`config.mk`:
```
export PLATFORM = sky130hd
export DESIGN_NAME = fetch_unit_flat
export DESIGN_NICKNAME = d
export VERILOG_FILES = /design/src/rtl/fde_pkg.sv /design/src/rtl/fetch_unit_if.sv /design/src/rtl/instr_mem.sv /design/src/rtl/fetch_unit.sv /design/src/flat_wrapper.sv
export SDC_FILE = /design/constraint.sdc
export NUM_CORES = 2
export LEC_CHECK = 0
export BUFFER_PORTS_ARGS = -buffer_cell sky130_fd_sc_hd__clkbuf_2
export CELL_PAD_IN_SITES_DETAIL_PLACEMENT = 1
export CELL_PAD_IN_SITES_GLOBAL_PLACEMENT = 2
export CORE_MARGIN = 8
export CORE_UTILIZATION = 45
export CTS_BUF_LIST = sky130_fd_sc_hd__clkbuf_8
export DETAILED_ROUTE_END_ITERATION = 12
export GPL_TIMING_DRIVEN = 0
export PLACE_DENSITY_LB_ADDON = 0.1
export SETUP_SLACK_MARGIN = 0.02
export SLEW_MARGIN = 20
export SYNTH_ARGS = -nofsm -noshare
export SYNTH_HDL_FRONTEND = slang
export SYNTH_SLANG_ARGS = --single-unit
```
`constraint.sdc`:
```
create_clock -name clock -period 9.45 [get_ports clock]
set_input_delay 1.4175 -clock clock [delete_from_list [all_inputs] [get_ports clock]]
set_output_delay 1.4175 -clock clock [all_outputs]
set_load 0.005 [all_outputs]
```
`src/rtl/fde_pkg.sv`:
```
// Shared fetch/decode/execute definitions: opcodes, pipeline widths, fetch FSM states.
package fde_pkg;

    localparam int unsigned INSTR_W = 32;
    localparam int unsigned PC_W    = 32;
    localparam int unsigned COUNT_W = 16;
    localparam int unsigned IF_ID_W = 64;
    localparam int unsigned ID_EX_W = 176;

    localparam logic [5:0] OP_HLT = 6'b001101;
    localparam logic [5:0] OP_NOP = 6'b001110;

    localparam logic [INSTR_W-1:0] NOP_INSTR = 32'h3800_0000;

    typedef enum logic {
        RUN    = 1'b0,
        HALTED = 1'b1
    } fetch_state_e;

    // IF/ID pipeline register payload
    typedef struct packed {
        logic [PC_W-1:0]    pc;
        logic [INSTR_W-1:0] instr;
    } if_id_t;

    // True when the instruction word carries the halt opcode
    function automatic logic is_hlt(input logic [INSTR_W-1:0] instr);
        return instr[31:26] == OP_HLT;
    endfunction

endpackage

```
`src/rtl/fetch_unit_if.sv`:
```
// Fetch-stage bus: pipeline control in, imem write port in, IF/ID and status out.
interface fetch_unit_if #(
    parameter int unsigned IMEM_DEPTH = 64
);
    import fde_pkg::*;

    localparam int unsigned AW = $clog2(IMEM_DEPTH);

    logic               stall;
    logic               redirect;
    logic [PC_W-1:0]    redirect_pc;
    logic               imem_wr_en;
    logic [AW-1:0]      imem_wr_addr;
    logic [INSTR_W-1:0] imem_wr_data;
    logic [IF_ID_W-1:0] if_id;
    logic               halted;
    logic [COUNT_W-1:0] fetch_count;

    // Pipeline/loader side
    modport master (
        output stall, redirect, redirect_pc,
        output imem_wr_en, imem_wr_addr, imem_wr_data,
        input  if_id, halted, fetch_count
    );

    // Fetch unit side
    modport slave (
        input  stall, redirect, redirect_pc,
        input  imem_wr_en, imem_wr_addr, imem_wr_data,
        output if_id, halted, fetch_count
    );

endinterface

```
`src/rtl/instr_mem.sv`:
```
// Instruction memory: synchronous write, combinational read (read-before-write).
module instr_mem #(
    parameter int unsigned DEPTH = 64,
    localparam int unsigned AW   = $clog2(DEPTH)
) (
    input  logic          clock,
    input  logic          wr_en,
    input  logic [AW-1:0] wr_addr,
    input  logic [31:0]   wr_data,
    input  logic [AW-1:0] rd_addr,
    output logic [31:0]   rd_data
);

    logic [31:0] mem [DEPTH];

    // Write port; contents survive reset
    always_ff @(posedge clock) begin
        if (wr_en) begin
            mem[wr_addr] <= wr_data;
        end
    end

    assign rd_data = mem[rd_addr];

endmodule

```
`src/rtl/fetch_unit.sv`:
```
// Instruction fetch stage: PC sequencing, redirect, stall and halt handling.
module fetch_unit
    import fde_pkg::*;
#(
    parameter int unsigned    IMEM_DEPTH = 64,
    parameter logic [31:0]    RESET_PC   = 32'h0
) (
    input  logic       clock,
    input  logic       reset,
    fetch_unit_if.slave bus
);

    localparam int unsigned AW = $clog2(IMEM_DEPTH);

    fetch_state_e       state_q, state_d;
    logic [PC_W-1:0]    pc_q, pc_d;
    if_id_t             if_id_q, if_id_d;
    logic [COUNT_W-1:0] count_q, count_d;
    logic               halted_q;
    logic [INSTR_W-1:0] instr;

    instr_mem #(
        .DEPTH(IMEM_DEPTH)
    ) u_imem (
        .clock   (clock),
        .wr_en   (bus.imem_wr_en),
        .wr_addr (bus.imem_wr_addr),
        .wr_data (bus.imem_wr_data),
        .rd_addr (pc_q[AW-1:0]),
        .rd_data (instr)
    );

    // State, PC and pipeline registers
    always_ff @(posedge clock or posedge reset) begin
        if (reset) begin
            state_q  <= RUN;
            pc_q     <= RESET_PC;
            if_id_q  <= '{pc: 32'h0, instr: NOP_INSTR};
            count_q  <= '0;
            halted_q <= 1'b0;
        end else begin
            state_q  <= state_d;
            pc_q     <= pc_d;
            if_id_q  <= if_id_d;
            count_q  <= count_d;
            halted_q <= (state_d == HALTED);
        end
    end

    // Next-state and datapath selection; redirect outranks stall and halt
    always_comb begin
        state_d = state_q;
        pc_d    = pc_q;
        if_id_d = if_id_q;
        count_d = count_q;
        unique case (state_q)
            RUN: begin
                if (bus.redirect) begin
                    if_id_d = '{pc: pc_q, instr: NOP_INSTR};
                    pc_d    = bus.redirect_pc;
                end else if (!bus.stall) begin
                    if_id_d = '{pc: pc_q, instr: instr};
                    count_d = (count_q == '1) ? count_q : count_q + COUNT_W'(1);
                    if (is_hlt(instr)) begin
                        state_d = HALTED;
                    end else begin
                        pc_d = pc_q + PC_W'(1);
                    end
                end
            end
            HALTED: begin
                if_id_d = '{pc: pc_q, instr: NOP_INSTR};
                if (bus.redirect) begin
                    pc_d    = bus.redirect_pc;
                    state_d = RUN;
                end
            end
            default: begin
                state_d = RUN;
            end
        endcase
    end

    assign bus.if_id       = if_id_q;
    assign bus.halted      = halted_q;
    assign bus.fetch_count = count_q;

endmodule

```
`src/flat_wrapper.sv`:
```
// flat-port wrapper written by rule: the top's interface ports become plain ports
module fetch_unit_flat import fde_pkg::*;
#(
    parameter int unsigned    IMEM_DEPTH = 64,
    parameter logic [31:0]    RESET_PC   = 32'h0
)
  (clock, reset, bus_stall, bus_redirect, bus_redirect_pc, bus_imem_wr_en, bus_imem_wr_addr, bus_imem_wr_data, bus_if_id, bus_halted, bus_fetch_count);
  fetch_unit_if #(.IMEM_DEPTH(IMEM_DEPTH)) bus_i ();
  input  logic clock;
  input  logic reset;
  input wire logic [$bits(bus_i.stall)-1:0] bus_stall;
  input wire logic [$bits(bus_i.redirect)-1:0] bus_redirect;
  input wire logic [$bits(bus_i.redirect_pc)-1:0] bus_redirect_pc;
  input wire logic [$bits(bus_i.imem_wr_en)-1:0] bus_imem_wr_en;
  input wire logic [$bits(bus_i.imem_wr_addr)-1:0] bus_imem_wr_addr;
  input wire logic [$bits(bus_i.imem_wr_data)-1:0] bus_imem_wr_data;
  output wire logic [$bits(bus_i.if_id)-1:0] bus_if_id;
  output wire logic [$bits(bus_i.halted)-1:0] bus_halted;
  output wire logic [$bits(bus_i.fetch_count)-1:0] bus_fetch_count;
  assign bus_i.stall = bus_stall;
  assign bus_i.redirect = bus_redirect;
  assign bus_i.redirect_pc = bus_redirect_pc;
  assign bus_i.imem_wr_en = bus_imem_wr_en;
  assign bus_i.imem_wr_addr = bus_imem_wr_addr;
  assign bus_i.imem_wr_data = bus_imem_wr_data;
  assign bus_if_id = bus_i.if_id;
  assign bus_halted = bus_i.halted;
  assign bus_fetch_count = bus_i.fetch_count;
  fetch_unit #(.IMEM_DEPTH(IMEM_DEPTH), .RESET_PC(RESET_PC)) u_core (.clock(clock), .reset(reset), .bus(bus_i));
endmodule
```
==> metrics.md <==
| Metric | Value |
|---|---|
| Status | finished, final reports clean |
| Antenna violations before repair | 33 |
| Total core area | 184,800 sq um |
| Die ar. | 199,400 sq um |
| Most frequent CP cell | mux4_2 |
| Area growth from synthesis to layout | 17.20% |
| Skew final | 0.06812 ns |
| Worst R2R Path Depth | 11 |
| FF/Latch Area | 64,330 sq um |
| Critical Path End Type | register |
| Syn_area_per_cell | roughly 23 sq um |
| Clock transition at path regs | approximately 0.06 ns |
| Cell family with most CP delay | buffers and inverters |
| Unrepaired setup endpoints after global routing | no |
| Reg2Reg Launch Point | u_core.pc_q[1]$_DFFE_PP0P_ |
| Startpoint Class | register |
| Placed cell count | 6,368 |
| Synth Area in Simple Gates | 0.02090 |
| Sequential share of the synthesized area | 0.7710 |
| Final std cells w/o fill | between 7,000 and 8,000 |
| Netlist cell types | 72 |
| Final Hold Fails | 0 |
| Clock Tree Buf Depth | 4 |
| Buffers added on ports | 150 |
| Placer Congestion | just under 0.9 |
| Flop-to-flop setup slack | 3.73 ns |
| PD cells | around 220 nW/um^2 |
| Final WS setup | between 3 and 4 ns |
| Wirelength per Cell | ~36 um |
| Die height | between 400 and 500 um |
| Worst reg2reg path endpoint | u_core.bus.if_id[18]$_DFFE_PP0P_ |
| Static leakage power | 31.47 nW |
| Worst slew margin | 0.2423 |
| Critical Path Max Stage Delay | 0.87 ns |
| Die span in x | 446.6 um |
| Cell Rows | between 150 and 200 |
| Peak supply drop | about 0.00014 V |
| Post-cts sizing count | 0 |
| Largest family of logic cells by synthesized area | multiplexers |
| Max Slew Vio Count | 0 |
| CP bufs+invs | 6 |
| GRT overflow | 0 |
| Worst EP arrival | ~6.6 ns |
| Critical path, cell by cell | buf_6 -> buf_4 -> buf_4 -> buf_2 -> buf_2 -> buf_1 -> mux4_2 -> mux4_2 -> mux4_2 -> nand2_1 -> a21oi_1 |
| GRT Total Usage | 0.2497 |
| First-pass GRT wire length | 347,600 um |
| Final WL | ~250,000 um |
| CTS Buf Count | about 370 |
| I/O Pins | around 160 |
| CP max stage cell | buf_1 |
| Final cycle utilization of the critical path | 0.6053 |
| Worst Tran Pin Value | about 1.1 ns |
| Layout net count | between 4,000 and 5,000 |
| Hold Worst Slack | between 0.3 and 0.4 ns |
| Share of cells above drive strength 1 | 0.3485 |
| Hold crit path type | in2async |
| # H-tree levels | 5 |
| Post-route ant nets | 0 |
| Clock root buffer master | clkbuf_8 |
| Synthesis-stage register bit count | 2,161 |
| Proportion of synthesized area in mux cells | 0.1814 |
| CP max FO | 14 |
| Pre-antenna DRT Iters | 5 |
| EDFF count, synth | slightly above 2,000 |
| Post-layout min period | roughly 5.7 ns |
| Initial Utilization | 0.4514 |
| Worst slack, placed | about 3.7 ns |
| Total number of vias | between 40,000 and 50,000 |
| Initial DRC count | ~4,800 |
| Final Setup Violations | 0 |
| Main synth FF type | edfxtp_1 |
| Syn Inst Count | around 3,600 |
| Max Freq | 0.1748 GHz |
| Setup TNS | 0 ns |
| Final instance area | a little under 100,000 sq um |
| Post-CTS Setup Repair Bufs | 0 |
| Via/cell ratio | 5.933 |
| Vias in the first global route | around 44,000 |
| Worst-skew pair later-pin latency | 1.04 ns |
| Post-synthesis async set-or-reset flop share | 0.05229 |
| Worst Path Class, Setup | reg2reg |
| Post-Syn Area | 83,440 sq um |
| Drt drc | 0 |
| Area share of fa/ha/maj cells after synthesis | 0.0002999 |
| CTS tree | built |
| Hold Buf Count CTS | 0 |
| Largest net degree at the start of global routing | 73 |
| Area of the multi-input gates | around 19,000 sq um |
| MaxCap Viol Count | 0 |
| Syn Nets | 3,675 |
| Area after DPL | approximately 91,000 sq um |
| Fill cells | 15,990 |
| HPWL after detailed placement | around 170,000 um |
| Ys Warns | 0 |
| CTS Sinks | approximately 2,200 |
| Worst Path Required | between 10 and 15 ns |
| Post-Synth XOR/XNOR Area | 0.002414 |
| Compound-Gate Fraction of Synth Area | 0.01108 |
==> per-stage QoR <==
step,total power (W),utilization
2_1_floorplan,0.01275,-
3_3_place_gp,0.01429,0.4722
3_5_place_dp,0.01436,0.4929
4_1_cts,0.02204,0.5283
5_1_grt,0.02249,0.5287
6_report,0.02181,0.5291
==> layout by cell type, fill, tap and decap left out, drive strengths merged, types with 17 or more instances in the layout <==
cell type	count
clkinv	103
mux4	642
xnor2	17
nor2	120
buf	260
a21oi	44
o21ai	21
mux2i	23
inv	148
nor3	17
clkbuf	615
mux2	37
nand3	35
nand2	123
diode	47
edfxtp	2048
dfrtp	110
==> per-layer routing <==
layer / routed length (um) / track usage / up-vias / share of wire
li1: - / - / 16770 / -
met1: 102500 / 0.3413 / 22960 / 0.41
met2: 124200 / 0.4121 / 1739 / 0.50
met3: 16440 / 0.04386 / 384 / 0.066
met4: 7455 / 0.08198 / 0 / 0.030
met5: 0 / 0 / - / 0
==> cell usage after synthesis, types with 3 or more instances <==
cell,n,area share
and2_1,8,0.00060
nand4_1,9,0.00067
dfrtp_1,110,0.033
a2111oi_0,3,0.00031
buf_2,49,0.0029
xor2_1,6,0.00063
nand2b_1,5,0.00037
nand3_1,33,0.0020
or3_1,3,0.00022
nor3_1,16,0.00096
o311ai_0,6,0.00063
buf_4,22,0.0020
nand2_1,121,0.0054
o21ai_0,16,0.00096
or2_2,5,0.00037
or4_1,3,0.00027
mux4_1,8,0.0025
a21oi_1,44,0.0026
o22ai_1,4,0.00030
xnor2_1,17,0.0018
mux2i_1,23,0.0028
mux4_2,634,0.17
buf_1,30,0.0013
clkbuf_1,78,0.0035
mux2_2,37,0.0050
a211oi_1,6,0.00054
edfxtp_1,2048,0.74
inv_1,12,0.00054
buf_12,3,0.00072
o21ai_1,4,0.00024
and3_1,6,0.00045
a31oi_1,6,0.00045
dfstp_2,3,0.00094
buf_6,11,0.0015
nor2_1,119,0.0054
nand3b_1,5,0.00045
nor4_1,9,0.00067
o211ai_1,12,0.0011
o32a_1,12,0.0014
nor2b_1,11,0.00082
==> report_power, final <==
group / total, W / switching [W] / internal (W)
Sequential: 0.0107 / 0.0000777 / 0.0106
Clock: 0.00770 / 0.00373 / 0.00397
Combinational: 0.00341 / 0.00205 / 0.00136
==> sequential cells by signal, summed over array words and instances (netlist names) <==
register / count
u_core.u_imem.mem: 2048
u_core.bus.if_id: 64
u_core.pc_q: 32
u_core.bus.fetch_count: 16
u_core.state_q: 1
==> worst max path at each step <==
stage | from | end | cells past startpoint
finish | u_core.pc_q[1]$_DFFE_PP0P_ | u_core.bus.if_id[18]$_DFFE_PP0P_ | 11
global route | u_core.pc_q[1]$_DFFE_PP0P_ | u_core.bus.if_id[18]$_DFFE_PP0P_ | 11
floorplan | bus_imem_wr_addr[3] | u_core.u_imem.mem[48][0]$_DFFE_PP_ | 4
global placement | bus_imem_wr_addr[3] | u_core.u_imem.mem[50][18]$_DFFE_PP_ | 4
CTS | u_core.pc_q[1]$_DFFE_PP0P_ | u_core.bus.if_id[18]$_DFFE_PP0P_ | 11
detailed placement | u_core.pc_q[1]$_DFFE_PP0P_ | u_core.bus.if_id[18]$_DFFE_PP0P_ | 11
==> cell families after synthesis <==
family | Yosys count
compound gates | 132
xor+xnor | 23
fa+ha+maj | 2
buf+inv | 207
flops | 2161
mux | 702
simple gates | 371
==> layout make-up <==
| type | count | area share |
|---|---|---|
| multi-input cells | 1230 | 0.1892 |
| well taps | 2480 | 0.03173 |
| diodes | 47 | 0.001203 |
| plain buffers | 195 | 0.01066 |
| repair buffers | 290 | 0.04177 |
| inverters | 12 | 0.0005118 |
| clock inverters | 250 | 0.01214 |
| clock buffers | 390 | 0.05489 |
| flip-flops and latches | 2161 | 0.6578 |
Note: power is estimated with default switching activity, not from simulation.
